==> src/rtl/mac_seq_ctrl.sv <==
// mac_seq_ctrl: sequencer for the weight-stationary MAC array.
//
// On an accepted start, it streams `row` weight words from the shared SRAM
// (inst_w=01) and waits for the row-to-row instruction pipeline to settle. It
// then streams `len` activation words (inst_w=10), counts mac_array valid
// pulses until `len` have been seen, and pulses done for one cycle.
//
// Ports:
//   clk        rising-edge clock
//   reset      asynchronous active-high reset
//   start      job request, honoured only when idle
//   abort      terminates the current job (no done)
//   len        activation vectors to execute, latched at start
//   w_base     weight base address, latched at start
//   x_base     activation base address, latched at start
//   index_cfg  index select, latched at start
//   valid      mac_array column valid
//   mem_cen    SRAM chip enable, active-low
//   mem_addr   SRAM read address (wraps modulo 2^addr_bw)
//   inst_w     array instruction: [1]=execute, [0]=kernel load
//   index_w    latched index_cfg
//   ofifo_wr   valid gated by EXEC/DRAIN
//   busy       high whenever not idle
//   done       one-cycle completion pulse
//   perf_cyc   busy-cycle counter (only with MAC_SEQ_PERF_EN defined)
//
// Build option: define MAC_SEQ_PERF_EN to add the perf_cyc output and counter.

module mac_seq_ctrl #(
  parameter int unsigned row             = 8,
  parameter int unsigned col             = 8,
  parameter int unsigned index_selection = 2,
  parameter int unsigned addr_bw         = 11,
  parameter int unsigned len_bw          = 8
) (
  input  logic                           clk,
  input  logic                           reset,
  input  logic                           start,
  input  logic                           abort,
  input  logic [len_bw-1:0]              len,
  input  logic [addr_bw-1:0]             w_base,
  input  logic [addr_bw-1:0]             x_base,
  input  logic [row/index_selection-1:0] index_cfg,
  input  logic [col-1:0]                 valid,
  output logic                           mem_cen,
  output logic [addr_bw-1:0]             mem_addr,
  output logic [1:0]                     inst_w,
  output logic [row/index_selection-1:0] index_w,
  output logic [col-1:0]                 ofifo_wr,
  output logic                           busy,
  output logic                           done
`ifdef MAC_SEQ_PERF_EN
  ,
  output logic [31:0]                    perf_cyc
`endif
);

  localparam int unsigned IdxW      = row / index_selection;
  // Instruction pipeline settle time between the kernel load and execution.
  localparam int unsigned GapCycles = IdxW + 1;
  localparam int unsigned RowCntW   = $clog2(row + GapCycles + 1);
  localparam int unsigned CntW      = (len_bw > RowCntW) ? len_bw : RowCntW;

  typedef enum logic [2:0] {
    StIdle,
    StLoad,
    StGap,
    StExec,
    StDrain,
    StDone
  } state_e;

  state_e              state_q, state_d;
  logic [CntW-1:0]     cnt_q, cnt_d;
  logic [len_bw-1:0]   vld_cnt_q, vld_cnt_d;
  logic [len_bw-1:0]   vld_cnt_inc;
  logic [len_bw-1:0]   len_q;
  logic [addr_bw-1:0]  w_base_q, x_base_q;
  logic [IdxW-1:0]     index_q;
  logic [1:0]          inst_w_q, inst_w_d;
  logic                start_ok;
  logic                count_vld;
  logic                in_exec_drain;

  assign start_ok      = (state_q == StIdle) && start && !abort;
  assign in_exec_drain = (state_q == StExec) || (state_q == StDrain);
  assign count_vld     = in_exec_drain && valid[0];
  assign vld_cnt_inc   = vld_cnt_q + len_bw'(count_vld);

  // State and datapath registers.
  always_ff @(posedge clk or posedge reset) begin
    if (reset) begin
      state_q   <= StIdle;
      cnt_q     <= '0;
      vld_cnt_q <= '0;
      len_q     <= '0;
      w_base_q  <= '0;
      x_base_q  <= '0;
      index_q   <= '0;
      inst_w_q  <= 2'b00;
    end else begin
      state_q   <= state_d;
      cnt_q     <= cnt_d;
      vld_cnt_q <= vld_cnt_d;
      inst_w_q  <= inst_w_d;
      if (start_ok) begin
        len_q    <= len;
        w_base_q <= w_base;
        x_base_q <= x_base;
        index_q  <= index_cfg;
      end
    end
  end

  // Next-state logic.
  always_comb begin
    state_d   = state_q;
    cnt_d     = cnt_q;
    vld_cnt_d = vld_cnt_q;
    inst_w_d  = 2'b00;

    if (abort && (state_q != StIdle)) begin
      state_d   = StIdle;
      cnt_d     = '0;
      vld_cnt_d = '0;
    end else begin
      unique case (state_q)
        StIdle: begin
          if (start_ok) begin
            state_d   = StLoad;
            cnt_d     = '0;
            vld_cnt_d = '0;
          end
        end
        StLoad: begin
          // inst_w trails the address by one cycle to match SRAM read latency.
          inst_w_d = 2'b01;
          if (cnt_q == CntW'(row - 1)) begin
            state_d = StGap;
            cnt_d   = '0;
          end else begin
            cnt_d = cnt_q + 1'b1;
          end
        end
        StGap: begin
          if (cnt_q == CntW'(GapCycles - 1)) begin
            cnt_d   = '0;
            state_d = (len_q == '0) ? StDone : StExec;
          end else begin
            cnt_d = cnt_q + 1'b1;
          end
        end
        StExec: begin
          inst_w_d  = 2'b10;
          vld_cnt_d = vld_cnt_inc;
          if (cnt_q == CntW'(len_q - 1'b1)) begin
            state_d = StDrain;
            cnt_d   = '0;
          end else begin
            cnt_d = cnt_q + 1'b1;
          end
        end
        StDrain: begin
          vld_cnt_d = vld_cnt_inc;
          // Use the incremented count so done follows the last pulse by one cycle.
          if (vld_cnt_inc >= len_q) begin
            state_d = StDone;
          end
        end
        StDone: begin
          state_d   = StIdle;
          vld_cnt_d = '0;
        end
        default: begin
          state_d = StIdle;
        end
      endcase
    end
  end

  // Outputs.
  always_comb begin
    mem_cen  = 1'b1;
    mem_addr = '0;
    case (state_q)
      StLoad: begin
        mem_cen  = 1'b0;
        mem_addr = w_base_q + addr_bw'(cnt_q);
      end
      StExec: begin
        mem_cen  = 1'b0;
        mem_addr = x_base_q + addr_bw'(cnt_q);
      end
      default: begin
        mem_cen  = 1'b1;
        mem_addr = '0;
      end
    endcase
  end

  assign inst_w   = inst_w_q;
  assign index_w  = index_q;
  assign ofifo_wr = valid & {col{in_exec_drain}};
  assign busy     = (state_q != StIdle);
  assign done     = (state_q == StDone);

`ifdef MAC_SEQ_PERF_EN
  logic [31:0] perf_q;

  // Cleared by an accepted start, then counts every busy cycle (DONE included).
  always_ff @(posedge clk or posedge reset) begin
    if (reset) begin
      perf_q <= '0;
    end else if (start_ok) begin
      perf_q <= '0;
    end else if (busy) begin
      perf_q <= perf_q + 1'b1;
    end
  end

  assign perf_cyc = perf_q;
`endif

endmodule

==> config.mk <==
export PLATFORM = sky130hd
export DESIGN_NAME = mac_seq_ctrl
export DESIGN_NICKNAME = d
export VERILOG_FILES = /design/src/rtl/mac_seq_ctrl.sv
export SDC_FILE = /design/constraint.sdc
export NUM_CORES = 1
export LEC_CHECK = 0
export CORE_ASPECT_RATIO = 0.9
export CORE_MARGIN = 5
export CORE_UTILIZATION = 30
export DETAILED_ROUTE_END_ITERATION = 6
export HOLD_SLACK_MARGIN = 0.06
export SLEW_MARGIN = 20
export SYNTH_ARGS = -nofsm -noshare
export SYNTH_HDL_FRONTEND = slang
export SYNTH_SLANG_ARGS = --single-unit
==> constraint.sdc <==
create_clock -name clk -period 3.7 [get_ports clk]
set_input_delay 0.37 -clock clk [delete_from_list [all_inputs] [get_ports clk]]
set_output_delay 0.37 -clock clk [all_outputs]
set_load 0.05 [all_outputs]
==> impl_table.tex <==
\begin{tabular}{lr}
\hline
Metric & Value \\
\hline
\multicolumn{2}{l}{\textbf{Cells and area}} \\
\quad Area growth, synth to finish & 33.14\% \\
\quad Fill cell count & 1,222 \\
\quad \# diodes & 0 \\
\quad Layout Cell Area excl Fill & 5006 sq um \\
\quad Layout net count & 531 \\
\quad Fin util & 0.4113 \\
\quad Share of cells above drive strength 1 & 0.2198 \\
\multicolumn{2}{l}{\textbf{Detailed routing}} \\
\quad Final Routed Wirelength & 9.983 mm \\
\quad Via density & 5.035 \\
\quad First-pass iteration count of the detailed router & 4 \\
\quad DRC & 0 \\
\quad DR vias & 3,142 \\
\quad Starting DRC count in detailed routing & between 200 and 250 \\
\quad Routed WL per cell & 16.00 um \\
\quad Number of nets still failing antenna checks after routing & 0 \\
\multicolumn{2}{l}{\textbf{Timing}} \\
\quad Final critical-path setup slack & approximately 0.11 ns \\
\quad Setup skew after layout & 0.008451 ns \\
\quad Upper clock frequency limit & 278.3 MHz \\
\quad Final critical path time including I/O delays and setup & 3.593 ns \\
\quad Worst slew margin relative to its limit & 0.4132 \\
\quad Transition time at the pin with the least slew margin & 0.8790 ns \\
\quad Endpoints failing setup & 0 \\
\quad Count of endpoints failing hold in the final timing report & 0 \\
\quad Post-route fraction of the period consumed by the critical path & 0.9711 \\
\quad Number of max-slew violations in the final report & 0 \\
\quad Post-route worst hold slack & 0.4994 ns \\
\multicolumn{2}{l}{\textbf{Logic synthesis}} \\
\quad Number of instances in the synthesized netlist & 382 \\
\quad Total nets after synthesis & 450 \\
\quad Share of synthesized area occupied by flip-flops and latches & 0.3661 \\
\quad Avg Inst Size Synth & 9.843 sq um \\
\quad Synth cell types & 61 \\
\quad Total number of yosys warnings & 0 \\
\quad Flip-flop and latch count after synthesis & 55 \\
\quad Share of flip-flops with an asynchronous set or reset & 1.000 \\
\quad Post-synth design cell area & 3760 sq um \\
\quad Count of flip-flops with a built-in enable after synthesis & 0 \\
\quad Most frequently used flop master after synthesis & sky130\_fd\_sc\_hd\_\_dfrtp\_1 \\
\multicolumn{2}{l}{\textbf{Critical path}} \\
\quad Count of buffering cells on the critical path with inverters included & 3 \\
\quad Arrival time worst endpoint & about 3.2 ns \\
\quad Cell type group with the largest total delay on the critical path & simple AND/OR/NAND/NOR gates \\
\quad Cells along the critical path & and2b\_1 > and2\_4 > buf\_8 > nand2\_1 > nand2\_1 > ha\_1 > inv\_1 > fa\_1 > nor2b\_2 > o21ai\_0 > a21oi\_1 > o21ai\_2 > a211oi\_2 > xor2\_1 > nor2\_2 > buf\_12 \\
\quad Crit Path Max Fanout & 8 \\
\quad Crit start category & flip-flop \\
\quad Most repeated library cell on the critical path & sky130\_fd\_sc\_hd\_\_nand2\_1 \\
\quad CP Class & reg -> out \\
\quad Critical Path Source & state\_q[2] \\
\quad Critical path endpoint category & output pin \\
\quad Critical path data required time & 3.33 ns \\
\quad Critical Path Slowest Stage Cell & sky130\_fd\_sc\_hd\_\_dfrtp\_1 \\
\quad Startpoint of the lowest-slack register-to-register path & state\_q[2] \\
\quad Slowest Stage Delay on Critical Path & a little under 0.4 ns \\
\multicolumn{2}{l}{\textbf{Job}} \\
\quad Max Cap Viol & 0 \\
\multicolumn{2}{l}{\textbf{Global route}} \\
\quad Maximum number of pins on one net before global-route repair & 41 \\
\quad Sum of overflow across all layers after global routing & 0 \\
\quad Antenna violations before repair & 0 \\
\quad Number of global-route vias before repair & 3,166 \\
\quad GR Util All Layers & 0.1313 \\
\quad Global-route wire length before repair & between 15 and 20 mm \\
\multicolumn{2}{l}{\textbf{Clock tree}} \\
\quad Hold Buf Count CTS & 0 \\
\quad CTS tree & built \\
\quad Maximum root-to-sink buffer count & 2 \\
\quad Clock edge transition at the registers on the reported setup and hold paths & about 0.080 ns \\
\quad Total number of clock tree sinks & 55 \\
\quad Clk\_lat worst skew & 0.30 ns \\
\quad CTS Buf Count & 5 \\
\quad Number of H-tree levels & 2 \\
\quad CTS root buf & sky130\_fd\_sc\_hd\_\_clkbuf\_16 \\
\multicolumn{2}{l}{\textbf{Floorplan}} \\
\quad Ports & between 70 and 80 \\
\quad Die extent in y & 116.2 um \\
\quad Die extent in x & 128.0 um \\
\quad Starting Density & 0.3089 \\
\quad Area of the core & 12,170 sq um \\
\quad Count of standard-cell rows & 38 \\
\quad Die Area & 14,870 sq um \\
\multicolumn{2}{l}{\textbf{Placement}} \\
\quad Gp weighted congestion & 0.7833 \\
\quad Post-place instance area & 4732 sq um \\
\quad Total of buffers placed on input and output ports & 73 \\
\quad Setup Slack @ Placement & 0.03252 ns \\
\quad Detailed placement HPWL & 7.468 mm \\
\multicolumn{2}{l}{\textbf{Outcome}} \\
\quad Status & finished clean \\
\multicolumn{2}{l}{\textbf{Worst hold path}} \\
\quad Min-Delay Path Class & reg -> reg \\
\quad Startpoint of the worst hold path & x\_base\_q[5] \\
\multicolumn{2}{l}{\textbf{Power}} \\
\quad Worst ir drop on vdd & 445.4 uV \\
\quad Total power divided by cell area & 787.5 nW/um\^{}2 \\
\quad Leak pwr & 2.176 nW \\
\hline
\end{tabular}
[report_power, final]
| group | switching, W | internal [W] | total, W |
|---|---|---|---|
| clock | 0.000236 | 0.000275 | 0.000511 |
| sequential | 0.000189 | 0.000821 | 0.00101 |
| combinational | 0.00136 | 0.00106 | 0.00242 |
[per-layer routing]
metal,GRT usage,part of all wire
met2,0.2244,0.50
met1,0.1742,0.44
met3,0.02058,0.041
met5,0,0
met4,0.03536,0.018
[through the flow]
stage          instances  power, W  setup TNS [ns]
5_1_grt              624  0.004191         -0.2454
4_1_cts              617  0.003878               0
3_5_place_dp         609  0.003350               0
2_1_floorplan        382  0.002609               0
3_3_place_gp         609  0.003290               0
6_report             624  0.003942               0
[logic make-up after synthesis]
group | synth area share
DFF | 0.3661
AOI/OAI and AO/OA | 0.1607
xor gates and xnor gates | 0.04659
buffers and inverters | 0.05923
and+or+nand+nor | 0.1850
adders and majority gates | 0.07521
muxes | 0.1072
[layout by cell type, fill, tap and decap left out, types with 13 or more instances in the layout]
master,n
sky130_fd_sc_hd__buf_4,18
sky130_fd_sc_hd__inv_1,19
sky130_fd_sc_hd__nor2_1,19
sky130_fd_sc_hd__nand3_1,13
sky130_fd_sc_hd__o21ai_0,14
sky130_fd_sc_hd__mux2_2,30
sky130_fd_sc_hd__ha_1,19
sky130_fd_sc_hd__dfrtp_1,55
sky130_fd_sc_hd__nand2_1,35
sky130_fd_sc_hd__clkdlybuf4s50_1,63
sky130_fd_sc_hd__a21oi_1,15
[path summary, 6_finish.rpt]
kind	endpoint	depth (start not counted)	slack [ns]
max in group asynchronous	inst_w[0]	3	2.36
min	x_base_q[5]	1	0.50
max reg2reg	len_q[3]	18	0.20
min reg2reg	x_base_q[5]	1	0.50
max	mem_addr[10]	16	0.11
min in group asynchronous	vld_cnt_q[3]	2	0.58
[cell type report]
type / count / area, sq um / share of cell area
Clock buffer: 6 / 138.9 / 0.02774
Timing Repair Buffer: 92 / 985.9 / 0.1970
Tap cell: 160 / 200.2 / 0.03999
Sequential cell: 55 / 1376 / 0.2749
Inverter: 21 / 78.83 / 0.01575
Clock inverter: 2 / 18.77 / 0.003749
Multi-Input combinational cell: 288 / 2207 / 0.4409
[timing repair]
action,CTS,global route
buffers inserted,0,6
gates cloned,0,1
pin swaps,3,4
setup endpoints to repair,2,38
gates resized for setup,4,10
[worst register-to-register path, cell delays in order (launching register included)]
cell                        delay, ns
sky130_fd_sc_hd__dfrtp_1         0.39
sky130_fd_sc_hd__and2b_1         0.21
sky130_fd_sc_hd__and2_4          0.15
sky130_fd_sc_hd__a21oi_1         0.06
sky130_fd_sc_hd__nor2b_2         0.16
sky130_fd_sc_hd__ha_2            0.21
sky130_fd_sc_hd__and3_1          0.17
sky130_fd_sc_hd__and3_1          0.20
sky130_fd_sc_hd__nand3_1         0.10
sky130_fd_sc_hd__xnor2_1         0.16
sky130_fd_sc_hd__ha_1            0.18
sky130_fd_sc_hd__nor2_1          0.08
sky130_fd_sc_hd__nand3_1         0.11
sky130_fd_sc_hd__a211oi_1        0.23
sky130_fd_sc_hd__o21ai_0         0.14
sky130_fd_sc_hd__o211a_1         0.17
sky130_fd_sc_hd__nand2_4         0.13
sky130_fd_sc_hd__clkbuf_16       0.20
sky130_fd_sc_hd__mux2_2          0.34
[state kept, by name, summed over array words and instances (netlist names)]
| name | flops |
|---|---|
| vld_cnt_q | 8 |
| x_base_q | 11 |
| state_q | 3 |
| w_base_q | 11 |
| len_q | 8 |
| cnt_q | 8 |
| inst_w | 2 |
| index_w | 4 |
[synthesized netlist by cell type (all sizes together), types with 2 or more instances]
| library cell | number | area (sq um) |
|---|---|---|
| nor2 | 21 | 81.33 |
| ha | 21 | 262.8 |
| o311ai | 4 | 65.06 |
| a31oi | 3 | 18.77 |
| o21ai | 21 | 142.6 |
| mux2i | 2 | 20.02 |
| nand2 | 37 | 141.4 |
| xnor2 | 9 | 78.83 |
| nand3 | 13 | 65.06 |
| a211o | 2 | 17.52 |
| inv | 21 | 78.82 |
| a21oi | 18 | 105.1 |
| xor2 | 11 | 96.34 |
| and2 | 5 | 31.28 |
| a211oi | 4 | 30.03 |
| a22o | 6 | 52.55 |
| a21o | 3 | 22.52 |
| nor3b | 3 | 22.52 |
| dfrtp | 55 | 1376 |
| mux2 | 34 | 382.9 |
| nand4 | 7 | 43.79 |
| o2111ai | 2 | 17.52 |
| and3 | 10 | 66.31 |
| o211a | 3 | 30.03 |
| a41oi | 2 | 17.52 |
| nor3 | 12 | 65.06 |
| nor2b | 11 | 68.82 |
| buf | 8 | 62.56 |
| clkbuf | 10 | 81.33 |
| or2 | 2 | 12.51 |
| nand2b | 7 | 43.79 |
Power figures use the tool's default switching activity.
